`src/rtl/trivium_stream_xor.sv`:
```
// ---------------------------------------------------------------------------
// trivium_stream_xor
// Gathers W keystream bits from an upstream trivium generator, one request
// per cycle, and XORs the assembled key word onto a plaintext word.
//
// State table
//   state   | meaning
//   FILL    | requesting and collecting keystream bits into ks_buf
//   KEY_RDY | W bits held; waiting for a plaintext word to fire
//
// Ports
//   clk, rst          clock, asynchronous active-high reset
//   ks_en             request to the generator (answered the next cycle)
//   ks_bit, ks_valid  generator answer; ks_valid=0 marks a warm-up bit
//   in_data/valid/ready    plaintext handshake
//   out_data/valid/ready   ciphertext handshake
//   word_count        number of words emitted, wraps at 16 bits
// ---------------------------------------------------------------------------
module trivium_stream_xor #(
  parameter int W = 8
) (
  input  logic         clk,
  input  logic         rst,
  output logic         ks_en,
  input  logic         ks_bit,
  input  logic         ks_valid,
  input  logic [W-1:0] in_data,
  input  logic         in_valid,
  output logic         in_ready,
  output logic [W-1:0] out_data,
  output logic         out_valid,
  input  logic         out_ready,
  output logic [15:0]  word_count
);

  localparam int CW = $clog2(W + 1);

  typedef enum logic {FILL, KEY_RDY} state_t;

  state_t        state;
  logic [CW-1:0] ks_cnt;
  logic [W-1:0]  ks_buf;
  logic          pending;
  // Held low through reset and released on the first edge afterwards, so
  // ks_en stays quiet while rst is asserted.
  logic          armed;
  logic [CW:0]   need;
  logic          accept;
  logic          fire;

  // Bits already held plus the one still in flight; requesting only while
  // this is below W means the generator is never asked for a spare bit.
  assign need     = {1'b0, ks_cnt} + {{CW{1'b0}}, pending};
  assign ks_en    = armed && (state == FILL) && (need < (CW+1)'(W));
  assign in_ready = (state == KEY_RDY) && (!out_valid || out_ready);
  assign fire     = in_valid && in_ready;
  assign accept   = pending && ks_valid;

  always_ff @(posedge clk or posedge rst) begin
    if (rst) begin
      state      <= FILL;
      ks_cnt     <= '0;
      ks_buf     <= '0;
      pending    <= 1'b0;
      armed      <= 1'b0;
      out_data   <= '0;
      out_valid  <= 1'b0;
      word_count <= '0;
    end else begin
      armed   <= 1'b1;
      pending <= ks_en;

      case (state)
        FILL: begin
          // A warm-up answer (ks_valid=0) is simply dropped; ks_en re-asks.
          if (accept) begin
            for (int i = 0; i < W; i++) begin
              if (ks_cnt == CW'(i)) ks_buf[i] <= ks_bit;
            end
            ks_cnt <= ks_cnt + CW'(1);
            if (ks_cnt == CW'(W - 1)) state <= KEY_RDY;
          end
        end
        KEY_RDY: begin
          if (fire) begin
            ks_cnt <= '0;
            state  <= FILL;
          end
        end
        default: state <= FILL;
      endcase

      // Output register is tracked independently of the fill state; a fire
      // with out_ready=1 replaces the word without a bubble.
      if (fire) begin
        out_data   <= in_data ^ ks_buf;
        out_valid  <= 1'b1;
        word_count <= word_count + 16'd1;
      end else if (out_ready) begin
        out_valid  <= 1'b0;
      end
    end
  end

endmodule

```
`config.mk`:
```
export PLATFORM = sky130hd
export DESIGN_NAME = trivium_stream_xor
export DESIGN_NICKNAME = d
export VERILOG_FILES = /design/src/rtl/trivium_stream_xor.sv
export SDC_FILE = /design/constraint.sdc
export NUM_CORES = 1
export LEC_CHECK = 0
export BUFFER_PORTS_ARGS = -buffer_cell sky130_fd_sc_hd__buf_2
export CAP_MARGIN = 20
export CORE_MARGIN = 2
export CORE_UTILIZATION = 45
export CTS_CLUSTER_SIZE = 14
export DETAILED_ROUTE_END_ITERATION = 16
export PLACE_DENSITY = 0.71
export SLEW_MARGIN = 25
export SYNTH_ARGS = -nofsm -noshare
export SYNTH_HDL_FRONTEND = slang
export SYNTH_SLANG_ARGS = --single-unit
```
`constraint.sdc`:
```
create_clock -name clk -period 1.4 [get_ports clk]
set_input_delay 0.35 -clock clk [delete_from_list [all_inputs] [get_ports clk]]
set_output_delay 0.35 -clock clk [all_outputs]
set_load 0.05 [all_outputs]
```
# == Word level (Yosys, flattened, before mapping) ==
# Index checks and enable logic that the tools add are counted.
# word_totals
register_bits,40
output_inout_bits,27
in_bits,14
# classes
mux,9
magnitude_cmp,1
addsub,3
eq_ne,9
bitwise,2
n_reduce_logical,18
# ops
cell,n
$reduce_and A3 Y1,8
$add A16 B1 Y16 const B,1
$eq A4 B3 Y1 const B,4
$eq A4 B2 Y1 const B,2
$mux W4,2
$pmux W4 S2,1
$xor A8 B8 Y8,1
$add A4 B1 Y5,1
$logic_and A1 B1 Y1,5
$lt A5 B4 Y1 const B,1
$mux W1,5
$add A4 B1 Y4 const B,1
$eq A4 B1 Y1 const B,1
$logic_not A4 Y1,1
$ne A2 B1 Y1 const B,1
$ne A2 B2 Y1 const B,1
$pmux W1 S2,1
$reduce_and A2 Y1,1
$reduce_bool A2 Y1,1
$logic_not A1 Y1,1
$logic_or A1 B1 Y1,1
$not A1 Y1,1

# == Depth between registers and ports, before layout ==
# logic_depth
depth_word,6
depth_mapped,5
ltp_nobuf,5

# == Worst setup path after synthesis ==
# No wires, ideal clock.
# synth_timing
path_type,register -> output
start,register out_valid
end,output port in_ready
t_required_ns,1.050
path_slack_ns,-0.459
stages_incl_launch_ff,3
path_buffers,0
t_arrival_ns,1.509
path_cell_list,dfrtp_1 and2b_4 nor2_1
# synth_between
elab_chain_cells,3
# synth_lines
item,line,source
start: declaration,31,"output logic out_valid,"
start signal: assignment,67,out_valid <= 1'b0;
start signal: assignment,97,out_valid <= 1'b1;
start signal: assignment,100,out_valid <= 1'b0;
$logic_not A1 Y1,55,assign in_ready = (state == KEY_RDY) && (!out_valid || out_ready);
$logic_or A1 B1 Y1,55,
$logic_and A1 B1 Y1,55,
end: declaration,29,"output logic in_ready,"
# Every way passes these cells.

# == Worst setup path after layout ==
# layout_timing
start,register state
end,output port ks_en
# layout_between
elab_chain_cells,3
# layout_lines
item,line,source
start: declaration,40,state_t state;
start signal: assignment,61,state <= FILL;
start signal: assignment,81,if (ks_cnt == CW'(W - 1)) state <= KEY_RDY;
start signal: assignment,87,state <= FILL;
$not A1 Y1 (no source line),n/a,
$logic_and A1 B1 Y1 (2 in a row),54,assign ks_en = armed && (state == FILL) && (need < (CW+1)'(W));
end: declaration,24,"output logic ks_en,"
# Every way passes these cells.

==> summary.md <==
| Metric | Value |
|---|---|
| CTS Sinks | 40 |
| Fin crit period | 1660 ps |
| Final setup vio count | 16 |
| Max VDD drop | 1520 µV |
| Slew Viols, Final | 0 |
| First-pass GRT wire length | 6650 µm |
| CTS root buffer | clkbuf_8 |
| Drt drc | 0 |
| DR iter-0 viols | 88 |
| Drt total wl | 4290 µm |
| Clk slew on worst S/H paths | 80 ps |
| GP Congestion | 0.952 |
| Synth warn | 0 |
| Seq/Total Area, Yosys | 54.2% |
| Die X | 68.0 µm |
| CTS tree | built |
| Initial antenna violation count | 0 |
| DRT Pass-1 Iters | 4 |
| Yosys cell types | 31 |
| Detailed Place HPWL | 2980 µm |
| Final #Nets | 250 |
| IO Port Bufs | 40 |
| Fmax | 0.602 GHz |
| Crit path required time | 1050 ps |
| Vias | 1431 |
| Leading area contributor after synthesis | dfrtp_1 |
| Top_reg_cell synth | dfrtp_1 |
| Top-count cell post-synth | dfrtp_1 |
| Clock Path Buffers | 2 |
| Diodes inserted | 0 |
| Setup TNS | -1200 ps |
| Largest net degree at the start of global routing | 41 |
| Unrepaired setup endpoints after global routing | yes |
| Min Hold Slack | 93.8 ps |
| Max-Cap Viols | 0 |
| Gr usage total | 19.7% |
| Die ar. | 0.00463 mm² |
| DR WL/cell | 15.2 µm |
| Total CTS buffers | 5 |
| Syn Inst Count | 158 |
| Violated checks | setup timing |
| WP data arrival | 1310 ps |
| Post-synth net total | 177 |
| CP Capture Type | output pin |
| Worst-skew pair later-pin latency | 300 ps |
| LEAKAGE | 0.00121 µW |
| Synth cell count leaders | dfrtp_1 (40), nand2_1 (24), xnor2_1 (21) |
| Status | finished with violations |
| Pwr Total | 5310 µW |
| Final setup margin | -260 ps |
| FF+latch count, synth | 40 |
| Ranking of synthesized cells by area | dfrtp_1 (54%), xnor2_1 (10%), mux2_2 (5.5%) |
| Worst Setup Start Kind | register |
| Average cell area after synthesis | 11.7 µm² |
| Yosys top cell area share | 54.2% |
| Critical path type | reg -> out |
| H-tree depth | 2 |
| Area grow syn2layout | 42.6% |
| Vias in the first global route | 1449 |
| Via density | 5.07 |
| Pwr Density | 2020 mW/mm² |
| Cell Area, Synth | 0.00185 mm² |
| Endpoints failing hold | 0 |
| Fillers | 309 |
| Share of cells above drive strength 1 | 49.1% |
| Skew final | 9.16 ps |
| # IOs | 41 |
| FFs w/ async S/R, synth | 100% |
| Placeable Area | 0.00397 mm² |
| Period utilization | 119% |
| Overflow after GRT | 0 |
| EDFF count, synth | 0 |
| Die span in y | 68.0 µm |
| Critical path fanouts, max | 3 |
| Initial core utilization | 46.5% |
| FP Rows | 23 |
| Hold Crit Class | in -> async |
| Final ANT Viol Nets | 0 |
==> registers in the layout, indices dropped and copies added (netlist names) <==
register    cells
armed           1
ks_buf          8
ks_cnt          4
out_data        8
out_valid       1
pending         1
state           1
word_count     16
==> per-stage QoR <==
step	setup slack, ps	cell area [µm²]	std cells	utilization [%]
2_1_floorplan	-107	1920	158	-
3_3_place_gp	-9.76	2320	265	58.5
3_5_place_dp	-78.9	2320	265	58.5
4_1_cts	-274	2500	275	63.0
5_1_grt	-338	2630	282	66.3
6_report	-260	2630	282	66.3
==> cells by family after synthesis <==
| family | after synthesis | share of synthesized area [%] |
|---|---|---|
| adders and majority gates | 5 | 3.39 |
| muxes | 9 | 5.49 |
| buffers and inverters | 5 | 1.08 |
| AOI/OAI and AO/OA | 14 | 4.14 |
| xor gates and xnor gates | 24 | 11.4 |
| DFF | 40 | 54.2 |
| other | 1 | 0.203 |
| and+or+nand+nor | 60 | 20.1 |
==> cells in the final DEF, fill, tap and decap left out, drive strengths merged, types with 2 or more instances in the layout <==
| master | count |
|---|---|
| buf | 66 |
| clkbuf | 7 |
| dfrtp | 40 |
| ha | 5 |
| inv | 4 |
| mux2 | 9 |
| nand2 | 25 |
| nand3 | 12 |
| nand4 | 4 |
| nor2 | 5 |
| nor4 | 2 |
| nor4b | 3 |
| o21ai | 11 |
| xnor2 | 21 |
| xor2 | 3 |
==> what timing repair did <==
action | CTS | global route
endpoints found under the hold margin | 0 | 0
buffers inserted | 2 | 7
endpoints found under the setup margin | 13 | 24
pin swaps | 1 | 22
gates resized for setup | 16 | 20
hold buffers | 0 | 0
==> power breakdown <==
part,switching [µW],internal [µW],leakage [µW]
combinational,1500,1050,0.000652
clock,409,529,0.0000552
sequential,299,1520,0.000504
total,2210,3100,0.00121
==> worst paths after layout <==
| check | startpoint | endpoint | slack, ps | cells past startpoint |
|---|---|---|---|---|
| worst min-delay path | rst | out_data[3] | 90 | 3 |
| worst max-delay path | state | ks_en | -260 | 4 |
| max in group asynchronous | rst | word_count[4] | 1090 | 3 |
| min in group clk | in_data[4] | out_data[4] | 330 | 3 |
| worst min register to register | word_count[15] | word_count[15] | 470 | 1 |
| worst max register to register | word_count[6] | word_count[9] | -120 | 5 |
==> final cells by class <==
cell class                 count  area, µm²  share of cell area (%)
sequential                    40       1020                    38.6
clock buffer                   6       72.6                    2.76
timing repair buffer          67        494                    18.8
inverter                       4       17.5                   0.665
clock inverter                 2       35.0                    1.33
tap                           50       62.6                    2.38
multi-input combinational    113        933                    35.5
==> routing by layer <==
layer | part of all wire (%) | vias up | global-route usage [%]
li1 | - | 689 | -
met1 | 41 | 704 | 24.9
met2 | 53 | 32 | 31.8
met3 | 4.3 | 6 | 6.09
met4 | 1.4 | 0 | 7.25
met5 | 0 | - | 0
==> critical path, stage by stage, from the launching register on <==
cell	delay [ps]
dfrtp_1	400
nor2_1	130
nand2_1	100
a41oi_4	190
buf_6	180
Note: power is estimated with default switching activity, not from simulation.
